**config.mk**
```make
export PLATFORM = sky130hd
export DESIGN_NAME = fib_bin2bcd
export DESIGN_NICKNAME = d
export VERILOG_FILES = /design/src/rtl/fib_bin2bcd.sv
export SDC_FILE = /design/constraint.sdc
export NUM_CORES = 1
export LEC_CHECK = 0
export BUFFER_PORTS_ARGS = -buffer_cell sky130_fd_sc_hd__buf_2
export CAP_MARGIN = 5
export CORE_UTILIZATION = 56
export CTS_CLUSTER_DIAMETER = 30
export CTS_CLUSTER_SIZE = 10
export DETAILED_ROUTE_END_ITERATION = 6
export GPL_ROUTABILITY_DRIVEN = 0
export PLACE_DENSITY = 0.78
export SYNTH_ARGS = -nofsm -noshare
export SYNTH_HDL_FRONTEND = slang
export SYNTH_SLANG_ARGS = --single-unit
```
**constraint.sdc**
```tcl
create_clock -name clk_i -period 2.9 [get_ports clk_i]
set_clock_uncertainty 0.2 [all_clocks]
set_input_delay 0.58 -clock clk_i [delete_from_list [all_inputs] [get_ports clk_i]]
set_output_delay 0.58 -clock clk_i [all_outputs]
set_load 0.02 [all_outputs]
```
**src/rtl/fib_bin2bcd.sv**
```systemverilog
// Sequential shift-add-3 binary-to-BCD converter fed by the Fibonacci block.
// Each clock performs one adjust+shift step; the result is registered and held.
module fib_bin2bcd #(
    parameter int BIN_W  = 20,
    parameter int DIGITS = 7
) (
    input  logic                  clk_i,
    input  logic                  rst_ni,
    input  logic                  start_i,
    input  logic [BIN_W-1:0]      bin_i,
    output logic                  ready_o,
    output logic                  done_tick_o,
    output logic [4*DIGITS-1:0]   bcd_o
);
    localparam int NW = $clog2(BIN_W + 1);

    typedef enum logic [1:0] {
        IDLE = 2'b00,
        OP   = 2'b01,
        DONE = 2'b10
    } state_t;

    state_t              state_reg;
    logic [BIN_W-1:0]    bin_reg;
    logic [4*DIGITS-1:0] bcd_reg;
    logic [NW-1:0]       n_reg;
    logic [4*DIGITS-1:0] bcd_shf;

    // Per-digit +3 adjust folded directly into the one-bit left shift.
    // The top digit's carry-out would fall off the register, so it is never built.
    assign bcd_shf[0] = bin_reg[BIN_W-1];

    for (genvar g = 0; g < DIGITS; g++) begin : g_dig
        logic [3:0] d;
        logic       ge5;
        assign d   = bcd_reg[4*g +: 4];
        assign ge5 = (d >= 4'd5);
        if (g < DIGITS - 1) begin : g_full
            logic [3:0] a;
            assign a = ge5 ? d + 4'd3 : d;
            assign bcd_shf[4*g+1 +: 4] = a;
        end else begin : g_top
            logic [2:0] a;
            assign a = ge5 ? d[2:0] + 3'd3 : d[2:0];
            assign bcd_shf[4*g+1 +: 3] = a;
        end
    end

    assign ready_o     = (state_reg == IDLE);
    assign done_tick_o = (state_reg == DONE);

    always_ff @(posedge clk_i or negedge rst_ni) begin
        if (!rst_ni) begin
            state_reg <= IDLE;
            bin_reg   <= '0;
            bcd_reg   <= '0;
            n_reg     <= '0;
            bcd_o     <= '0;
        end else begin
            case (state_reg)
                IDLE: begin
                    if (start_i) begin
                        bin_reg   <= bin_i;
                        bcd_reg   <= '0;
                        n_reg     <= NW'(BIN_W);
                        state_reg <= OP;
                    end
                end
                OP: begin
                    bin_reg <= {bin_reg[BIN_W-2:0], 1'b0};
                    bcd_reg <= bcd_shf;
                    n_reg   <= n_reg - NW'(1);
                    if (n_reg == NW'(1)) begin
                        bcd_o     <= bcd_shf;
                        state_reg <= DONE;
                    end
                end
                DONE:    state_reg <= IDLE;
                default: state_reg <= IDLE;
            endcase
        end
    end
endmodule

```
Word level (Yosys, flattened, before mapping)
Cells that the tools add are included.

word-level totals
  register bits after elaboration = 83
  input port bits = 23
  output and inout bits = 30

cells by class
  $lt $le $gt $ge = 7
  add/sub/neg operators = 8
  equal/unequal tests = 5
  muxes and demuxes = 16
  reduce and logical (&&, ||, !) cells = 5

operators with widths
  operator               count
  $pmux W28 S2           1
  $pmux W20 S2           1
  $ge A4 B3 Y1 const B   7
  $mux W28               1
  $add A4 B2 Y4 const B  6
  $mux W4                6
  $mux W20               1
  $pmux W5 S2            1
  $reduce_and A2 Y1      3
  $eq A5 B1 Y1 const B   1
  $mux W5                1
  $sub A5 B1 Y5 const B  1
  $mux W2                2
  $ne A2 B2 Y1 const B   2
  $pmux W2 S2            1
  $add A3 B2 Y3 const B  1
  $mux W3                1
  $eq A2 B1 Y1 const B   1
  $eq A2 B2 Y1 const B   1
  $logic_not A2 Y1       1
  $reduce_bool A2 Y1     1

Longest topological paths before layout
Gate-level depths: netlist of the first run.

  depth in word-level cells = 3
  depth in mapped cells = 7
  gate-level depth less buffers = 6

Least setup slack after synthesis of the first run
No wires, ideal clock.

  path type = reg2reg
  from = reg bcd_reg[20]
  to = reg bcd_reg[22]
  arrival time = 1.428 ns
  slack = 1.195 ns
  library setup time = 0.076 ns
  buffers on the path = 0
  period minus slack after synthesis = 1.705 ns
  stages on the path, launching flop included = 7
  data required time = 2.624 ns
  path through = dfrtp_1 > inv_1 > ha_1 > nand2b_1 > a21oi_1 > mux2_2 > o21ai_1

between the ends
  word-level cells in the longest chain between the ends = 3
  elaborated cells between the ends (all ways) = 4
  classes of those cells = add/sub: 1; order compare: 1; mux: 2

ends and longest elaborated chain
  item                                                  RTL line  text
  start, declared                                       25        logic [4*DIGITS-1:0] bcd_reg;
  start signal, assigned                                71        bcd_reg <= bcd_shf;
  $add A4 B2 Y4 / $ge A4 B3 Y1 (equally long branches)  40, 37
  $mux W4 *                                             40        assign a = ge5 ? d + 4'd3 : d;
  $pmux W28 S2 *                                        60        case (state_reg)

Mark *: on every way between the ends. The rest lies on a longest branch, timed or not.
A chain may end at the register's enable or synchronous reset.

Worst setup path in the final report of the first run
  from = reg state_reg[0]
  to = reg bcd_reg[27]

between the ends
  word-level cells in the longest chain between the ends = 3
  elaborated cells between the ends (all ways) = 6
  classes of those cells = eq/ne: 2; mux: 1; reduce/logical: 3

ends and longest elaborated chain
  item                                                                        RTL line  text
  start, declared                                                             23        state_t state_reg;
  start signal, assigned                                                      54        state_reg <= IDLE;
  start signal, assigned                                                      66        state_reg <= OP;
  start signal, assigned                                                      75        state_reg <= DONE;
  $eq A2 B1 Y1 / $logic_not A2 Y1 (equally long branches)                     60
  $reduce_bool A2 Y1 (no source line) / $ne A2 B2 Y1 (equally long branches)  n/a
  $reduce_and A2 Y1 (no source line)                                          n/a

Several ways; a longest one is shown, not always the timed one.

==> reports/summary.log, run 1 <==
qor: worst_setup_path.criticalPathCategory flip-flop to flip-flop
qor: timing.timing.fmax 0.488 GHz
qor: clock_network.cts.htree.levels 3
qor: timing.rsz0062_at_grt no
qor: worst_setup_path.timing.critical_path.slowest_stage_cell nor2_4
qor: route.wire_per_inst 14.1 µm
qor: route.drt-pass1-iter-count 5
qor: worst_setup_path.crit_path_cell_trace and2b_4 > nor2_4 > o21ai_1 > nand2_1
qor: timing.fin_setup_tns 0 ns
qor: timing.slew_headroom 32.7%
qor: worst_setup_path.worst-r2r-setup-slack 0.85 ns
qor: timing.final_min_period_over_clock_period 70.6%
qor: clock_network.post-cts-setup-buffer-count 0
qor: floorplan.top_level_ports 53
qor: logic_synthesis.synth.area.top_cells dfrtp_1 (53%), nand2_1 (8.0%), ha_1 (5.1%)
qor: floorplan.rows 30
qor: worst_setup_path.worstSetupPathDepth 4
qor: finish.design.final.nets 477
qor: floorplan.core_area 6760 µm²
qor: global_route.globalRoute.busiestLayer met2
qor: logic_synthesis.synth.cell_area 3900 µm²
qor: global_route.antenna_violations_before_repair 0
qor: finish.post_layout_util 65.1%
qor: route.drt_iter0_drc 148
qor: pwr.pwr_density_cell 1150 nW/µm²
qor: timing.fin_ws 0.853 ns
qor: placed_design.numPortBuffers 52
qor: global_route.grt_first_pass_wirelength 12.4 mm
qor: route.drc_errors 0
qor: clock_network.cts.sink_count 83
qor: floorplan.start_util 57.7%
qor: floorplan.die_x 85.4 µm
qor: worst_setup_path.r2r_cells 4
qor: floorplan.die_h 85.4 µm
qor: global_route.global_route.usage.met1 25.9%
qor: worst_setup_path.critical-path-top-delay-family simple AND/OR/NAND/NOR gates
qor: clock_network.cts-resized-gates 0
qor: clock_network.clock-root-buffer clkbuf_8
qor: logic_synthesis.ys_ff_latch 83
qor: finish.drive_gt1_share 20.1%
qor: timing.max_slew.worst_pin.slew 1.01 ns
qor: global_route.grt_met2_usage 39.1%
qor: pwr.irDropWorstVdd 0.509 mV
qor: placed_design.post-place-ws 0.714 ns
qor: route.ant_nets 0
qor: worst_setup_path.crit-reg2reg-capture bcd_reg[27]
qor: worst_hold_path.worstHoldPathType primary input to asynchronous set/reset pin
qor: clock_network.cts_made_buffers 9
qor: worst_setup_path.setup.worst_path.end_class flip-flop
qor: finish.area_growth_syn_to_layout 12.9%
qor: finish.finish.cell_count_without_fillers 522
qor: global_route.grt_overflow 0
qor: global_route.met3_usage 3.89%
qor: clock_network.clk_transition_reported_paths 0.08 ns
qor: worst_setup_path.critical_path.max_stage_delay 0.79 ns
qor: logic_synthesis.yosys.area.top_type_share 53.3%
qor: clock_network.cts_max_path_buffers 2
qor: pwr.leakage_power 2.15 nW
qor: placed_design.placedCellCount 507
qor: clock_network.tritoncts built
qor: logic_synthesis.yosysSeqAreaShare 53.3%
qor: global_route.grt_max_degree 49
qor: worst_setup_path.startpoint_type flip-flop
qor: job.drv.max_cap_violation_count 0
qor: clock_network.hold_buffers 0
qor: route.number_of_vias_after_detailed_routing 2904
qor: global_route.gr-usage-all-layers 22.0%
qor: worst_setup_path.worst_ep_arrival 2.13 ns
qor: worst_setup_path.buf_inv_on_cp 0
qor: timing.finalWorstPathRequiredPeriod 2.05 ns
qor: route.avgViaCountPerCell 5.56
qor: placed_design.hpwlAfterDp 5.10 mm
qor: logic_synthesis.syn_area_per_cell 10.0 µm²
qor: timing.whs 0.0378 ns
qor: finish.n_antenna_cell 0
qor: floorplan.die-area 7290 µm²
qor: route.drt_wl_total 7.37 mm
qor: timing.timing.final.max_slew_violations 0
qor: logic_synthesis.ys.warnings.count 0
qor: worst_setup_path.worstPathMaxFanout 48
qor: status.outcome finished, final reports clean
qor: worst_setup_path.worstReg2RegStart state_reg[0]
qor: finish.layout.filler_cells 564
qor: timing.number_of_hold_slack_violations_in_the_final_timing_report 0
qor: logic_synthesis.synth_cell_type_count 33
qor: logic_synthesis.synth.net_count 427
qor: logic_synthesis.mapped_cells 388
qor: worst_setup_path.critPathRequiredTime 2.99 ns
qor: global_route.first_global_vias 2856
qor: clock_network.clk-insertion-delay-late 0.35 ns
qor: timing.setup_viol_count_final 0
qor: logic_synthesis.synth_top_cell_by_area dfrtp_1
==> cells in the mapped netlist <==
| master | number |
|---|---|
| a211oi_1 | 1 |
| a21oi_1 | 20 |
| a22o_1 | 7 |
| a22oi_1 | 19 |
| a311oi_1 | 1 |
| a31oi_1 | 1 |
| a41oi_1 | 1 |
| and2b_4 | 1 |
| buf_2 | 9 |
| buf_4 | 2 |
| buf_6 | 3 |
| clkbuf_1 | 4 |
| dfrtp_1 | 83 |
| ha_1 | 16 |
| inv_1 | 16 |
| inv_2 | 1 |
| mux2_1 | 1 |
| mux2_2 | 13 |
| nand2_1 | 83 |
| nand2b_1 | 9 |
| nand3_1 | 9 |
| nand3b_4 | 1 |
| nor2_1 | 2 |
| nor2_2 | 1 |
| nor2b_1 | 1 |
| nor3_1 | 8 |
| nor3b_1 | 13 |
| nor3b_2 | 1 |
| o21ai_0 | 15 |
| o21ai_1 | 37 |
| o31ai_1 | 1 |
| or4_4 | 1 |
| xnor2_1 | 7 |
==> cells by family after synthesis <==
family | synth area share, %
flip-flops | 53.3
adder cells (fa/ha/maj) | 5.14
AO/OA/AOI/OAI | 15.5
XOR/XNOR | 1.57
buffers and inverters | 4.43
AND/OR/NAND/NOR | 16.0
multiplexers | 4.05
==> layout make-up <==
cell class / instances / area, µm² / area share [%]
Sequential cell: 83 / 2080 / 47.2
Multi-Input combinational cell: 270 / 1650 / 37.5
Timing Repair Buffer: 57 / 313 / 7.11
Clock buffer: 13 / 159 / 3.61
Tap cell: 80 / 100 / 2.28
Inverter: 17 / 63.8 / 1.45
Clock inverter: 2 / 35.0 / 0.796
==> how the worst max path moves through the flow <==
stage / startpoint / end / slack (ns)
finish: state_reg[0] / bcd_reg[27] / 0.85
CTS: state_reg[1] / bcd_reg[27] / 0.84
detailed placement: start_i / bcd_reg[17] / 0.71
global route: state_reg[0] / bcd_reg[27] / 0.69
floorplan: bcd_reg[20] / bcd_reg[22] / 1.20
global placement: start_i / bcd_reg[9] / 0.72
==> cell usage in the layout (no fill, tap or decap), drive strengths merged, types with 3 or more instances in the layout <==
cell type	netlist	final
a22o	7	7
mux2	14	14
nor2	3	3
o21ai	52	52
buf	14	57
nor3b	14	14
a21oi	20	20
nor3	8	8
nand3	9	9
inv	17	17
nand2b	9	9
xnor2	7	7
ha	16	16
dfrtp	83	83
clkbuf	4	13
a22oi	19	19
nand2	83	83
==> routing by layer <==
| layer | wire (µm) | part of all wire (%) |
|---|---|---|
| met5 | 0 | 0 |
| met3 | 278 | 3.8 |
| met2 | 3670 | 50 |
| met1 | 3290 | 45 |
| met4 | 130 | 1.8 |
==> through the flow <==
step                total power [mW]  instance area [µm²]
finish                          5.08                 4400
global route                    5.49                 4400
CTS                             5.13                 4400
detailed placement              4.30                 4210
global placement                4.15                 4210
floorplan                       3.71                 3900
==> where the power goes <==
| part | switching (mW) | internal (mW) |
|---|---|---|
| Clock | 0.387 | 0.440 |
| Sequential | 0.390 | 1.65 |
| Combinational | 1.28 | 0.927 |
| Total | 2.06 | 3.02 |
Note: power is estimated with default switching activity, not from simulation.
==> run 2, diff against run 1 <==
==> constraint.sdc (replaced) <==
create_clock -name clk_i -period 2.1 [get_ports clk_i]
set_clock_uncertainty 0.2 [all_clocks]
set_input_delay 0.42 -clock clk_i [delete_from_list [all_inputs] [get_ports clk_i]]
set_output_delay 0.42 -clock clk_i [all_outputs]
set_load 0.02 [all_outputs]
==> reports/summary.log, run 2 (synthesis results as in run 1) <==
qor: floorplan.die_x 85.4 µm
qor: global_route.grt_overflow 0
qor: worst_setup_path.launching_element_of_the_worst_setup_path state_reg[0]
qor: finish.mostFrequentLayoutCells nand2_1 (83), dfrtp_1 (83), buf_2 (51)
qor: global_route.grt_max_degree 84
qor: pwr.irDropWorstVdd 0.693 mV
qor: worst_hold_path.min_path_cells 3
qor: clock_network.cts.sink_count 83
qor: route.avgViaCountPerCell 5.69
qor: placed_design.placed_area 4210 µm²
qor: worst_setup_path.setup.worst_path.end_class flip-flop
qor: timing.setup_viol_count_final 0
qor: placed_design.placedCellCount 508
qor: global_route.antenna_violations_before_repair 0
qor: worst_setup_path.worst_ep_arrival 2.09 ns
qor: route.drt-pass1-iter-count 4
qor: worst_setup_path.r2r_cells 3
qor: clock_network.cts_made_buffers 9
qor: timing.final_min_period_over_clock_period 95.2%
qor: global_route.gr-usage-all-layers 22.5%
qor: route.drt_wl_total 7.56 mm
qor: floorplan.top_level_ports 53
qor: worst_setup_path.criticalPathCategory flip-flop to flip-flop
qor: placed_design.numPortBuffers 52
qor: finish.post_layout_util 65.2%
qor: route.drc_errors 0
qor: worst_setup_path.worst-r2r-setup-slack 0.10 ns
qor: global_route.grt_first_pass_wirelength 12.9 mm
qor: worst_setup_path.critical_path.max_stage_delay 0.82 ns
qor: timing.timing.fmax 0.500 GHz
qor: worst_setup_path.crit_path_cell_trace and2b_4 > nor2_2 > a22o_1
qor: timing.fin_setup_tns 0 ns
qor: floorplan.die-area 7290 µm²
qor: worst_setup_path.worstReg2RegStart state_reg[0]
qor: timing.slew_headroom 27.6%
qor: timing.max_slew.worst_pin.slew 1.08 ns
qor: finish.n_antenna_cell 0
qor: worst_setup_path.worstPathMaxFanout 24
qor: timing.timing.final.max_slew_violations 0
qor: clock_network.clock-root-buffer clkbuf_8
qor: worst_setup_path.critical-path-top-delay-family simple AND/OR/NAND/NOR gates
qor: worst_setup_path.buf_inv_on_cp 0
qor: route.number_of_vias_after_detailed_routing 2986
qor: finish.finish.cell_count_without_fillers 525
qor: pwr.leakage_power 2.16 nW
qor: worst_setup_path.timing.critical_path.slowest_stage_cell nor2_2
qor: finish.drive_gt1_share 20.7%
qor: worst_hold_path.worstHoldPathType primary input to flip-flop
qor: route.drt_iter0_drc 152
qor: clock_network.cts.htree.levels 3
qor: route.wire_per_inst 14.4 µm
qor: worst_setup_path.startpoint_type flip-flop
qor: finish.stdcell_area 4410 µm²
qor: floorplan.die_h 85.4 µm
qor: finish.area_growth_syn_to_layout 13.1%
qor: clock_network.clk-insertion-delay-late 0.35 ns
qor: floorplan.core_area 6760 µm²
qor: placed_design.hpwlAfterDp 4.88 mm
qor: global_route.first_global_vias 2897
qor: status.outcome finished, final reports clean
qor: clock_network.tritoncts built
qor: job.drv.max_cap_violation_count 0
qor: clock_network.cts-resized-gates 0
qor: worst_hold_path.worstHoldStart bin_i[8]
qor: floorplan.rows 30
qor: finish.layout.filler_cells 546
qor: floorplan.start_util 57.7%
qor: timing.number_of_hold_slack_violations_in_the_final_timing_report 0
qor: worst_hold_path.min_to bin_reg[8]
qor: timing.finalWorstPathRequiredPeriod 2.00 ns
qor: worst_setup_path.crit-reg2reg-capture bcd_reg[9]
qor: route.ant_nets 0
qor: worst_setup_path.critPathRequiredTime 2.19 ns
qor: finish.design.final.nets 480
qor: clock_network.clk_transition_reported_paths 0.08 ns
qor: timing.rsz0062_at_grt no
qor: pwr.total_power 6.91 mW
qor: clock_network.cts_max_path_buffers 2
qor: pwr.pwr_density_cell 1570 nW/µm²
[run 2: tightest hold or removal path, cell delays in order]
cell	delay [ns]
buf_2	0.07
a22oi_1	0.05
nand2_1	0.06
[run 2: repair_timing]
action                                 in CTS  in global routing
hold buffers                                1                  0
setup endpoints to repair                   0                 22
endpoints found under the hold margin      83                  0
setup buffers                               0                  0
[run 2: worst max-delay path by stage]
| stage | endpoint | cells after the start |
|---|---|---|
| after floorplan | bcd_reg[22] | 6 |
| after global placement | bcd_reg[1] | 4 |
| after detailed placement | bcd_reg[13] | 4 |
| after CTS | bin_reg[18] | 4 |
| after global routing | bcd_reg[23] | 4 |
| final | bcd_reg[9] | 3 |
[run 2: per-stage QoR]
| stage | setup slack [ns] | hold slack, ns |
|---|---|---|
| global route | 0.0493 | 0.0747 |
| global placement | 0.0625 | 0.261 |
| floorplan | 0.395 | -0.0756 |
| finish | 0.102 | 0.0830 |
| detailed placement | 0.0130 | 0.263 |
| CTS | 0.0648 | 0.0736 |
[run 2: power breakdown]
part / switching, mW / internal (mW)
combinational: 1.77 / 1.28
clock: 0.529 / 0.517
sequential: 0.531 / 2.28
[run 2: metal layers]
metal	vias up	routed length, µm	global-route usage, %
met1	1469	3280	27.5
li1	1445	-	-
met3	12	295	4.47
met5	-	0	0
met4	0	155	10.3
met2	60	3830	38.7
[run 2: area by class of cell]
| class | count | area [µm²] | area share (%) |
|---|---|---|---|
| clock inverter | 2 | 10.0 | 0.227 |
| multi-input combinational | 271 | 1660 | 37.6 |
| inverter | 17 | 63.8 | 1.45 |
| tap | 80 | 100 | 2.27 |
| sequential | 83 | 2080 | 47.1 |
| timing repair buffer | 59 | 330 | 7.49 |
| clock buffer | 13 | 169 | 3.83 |
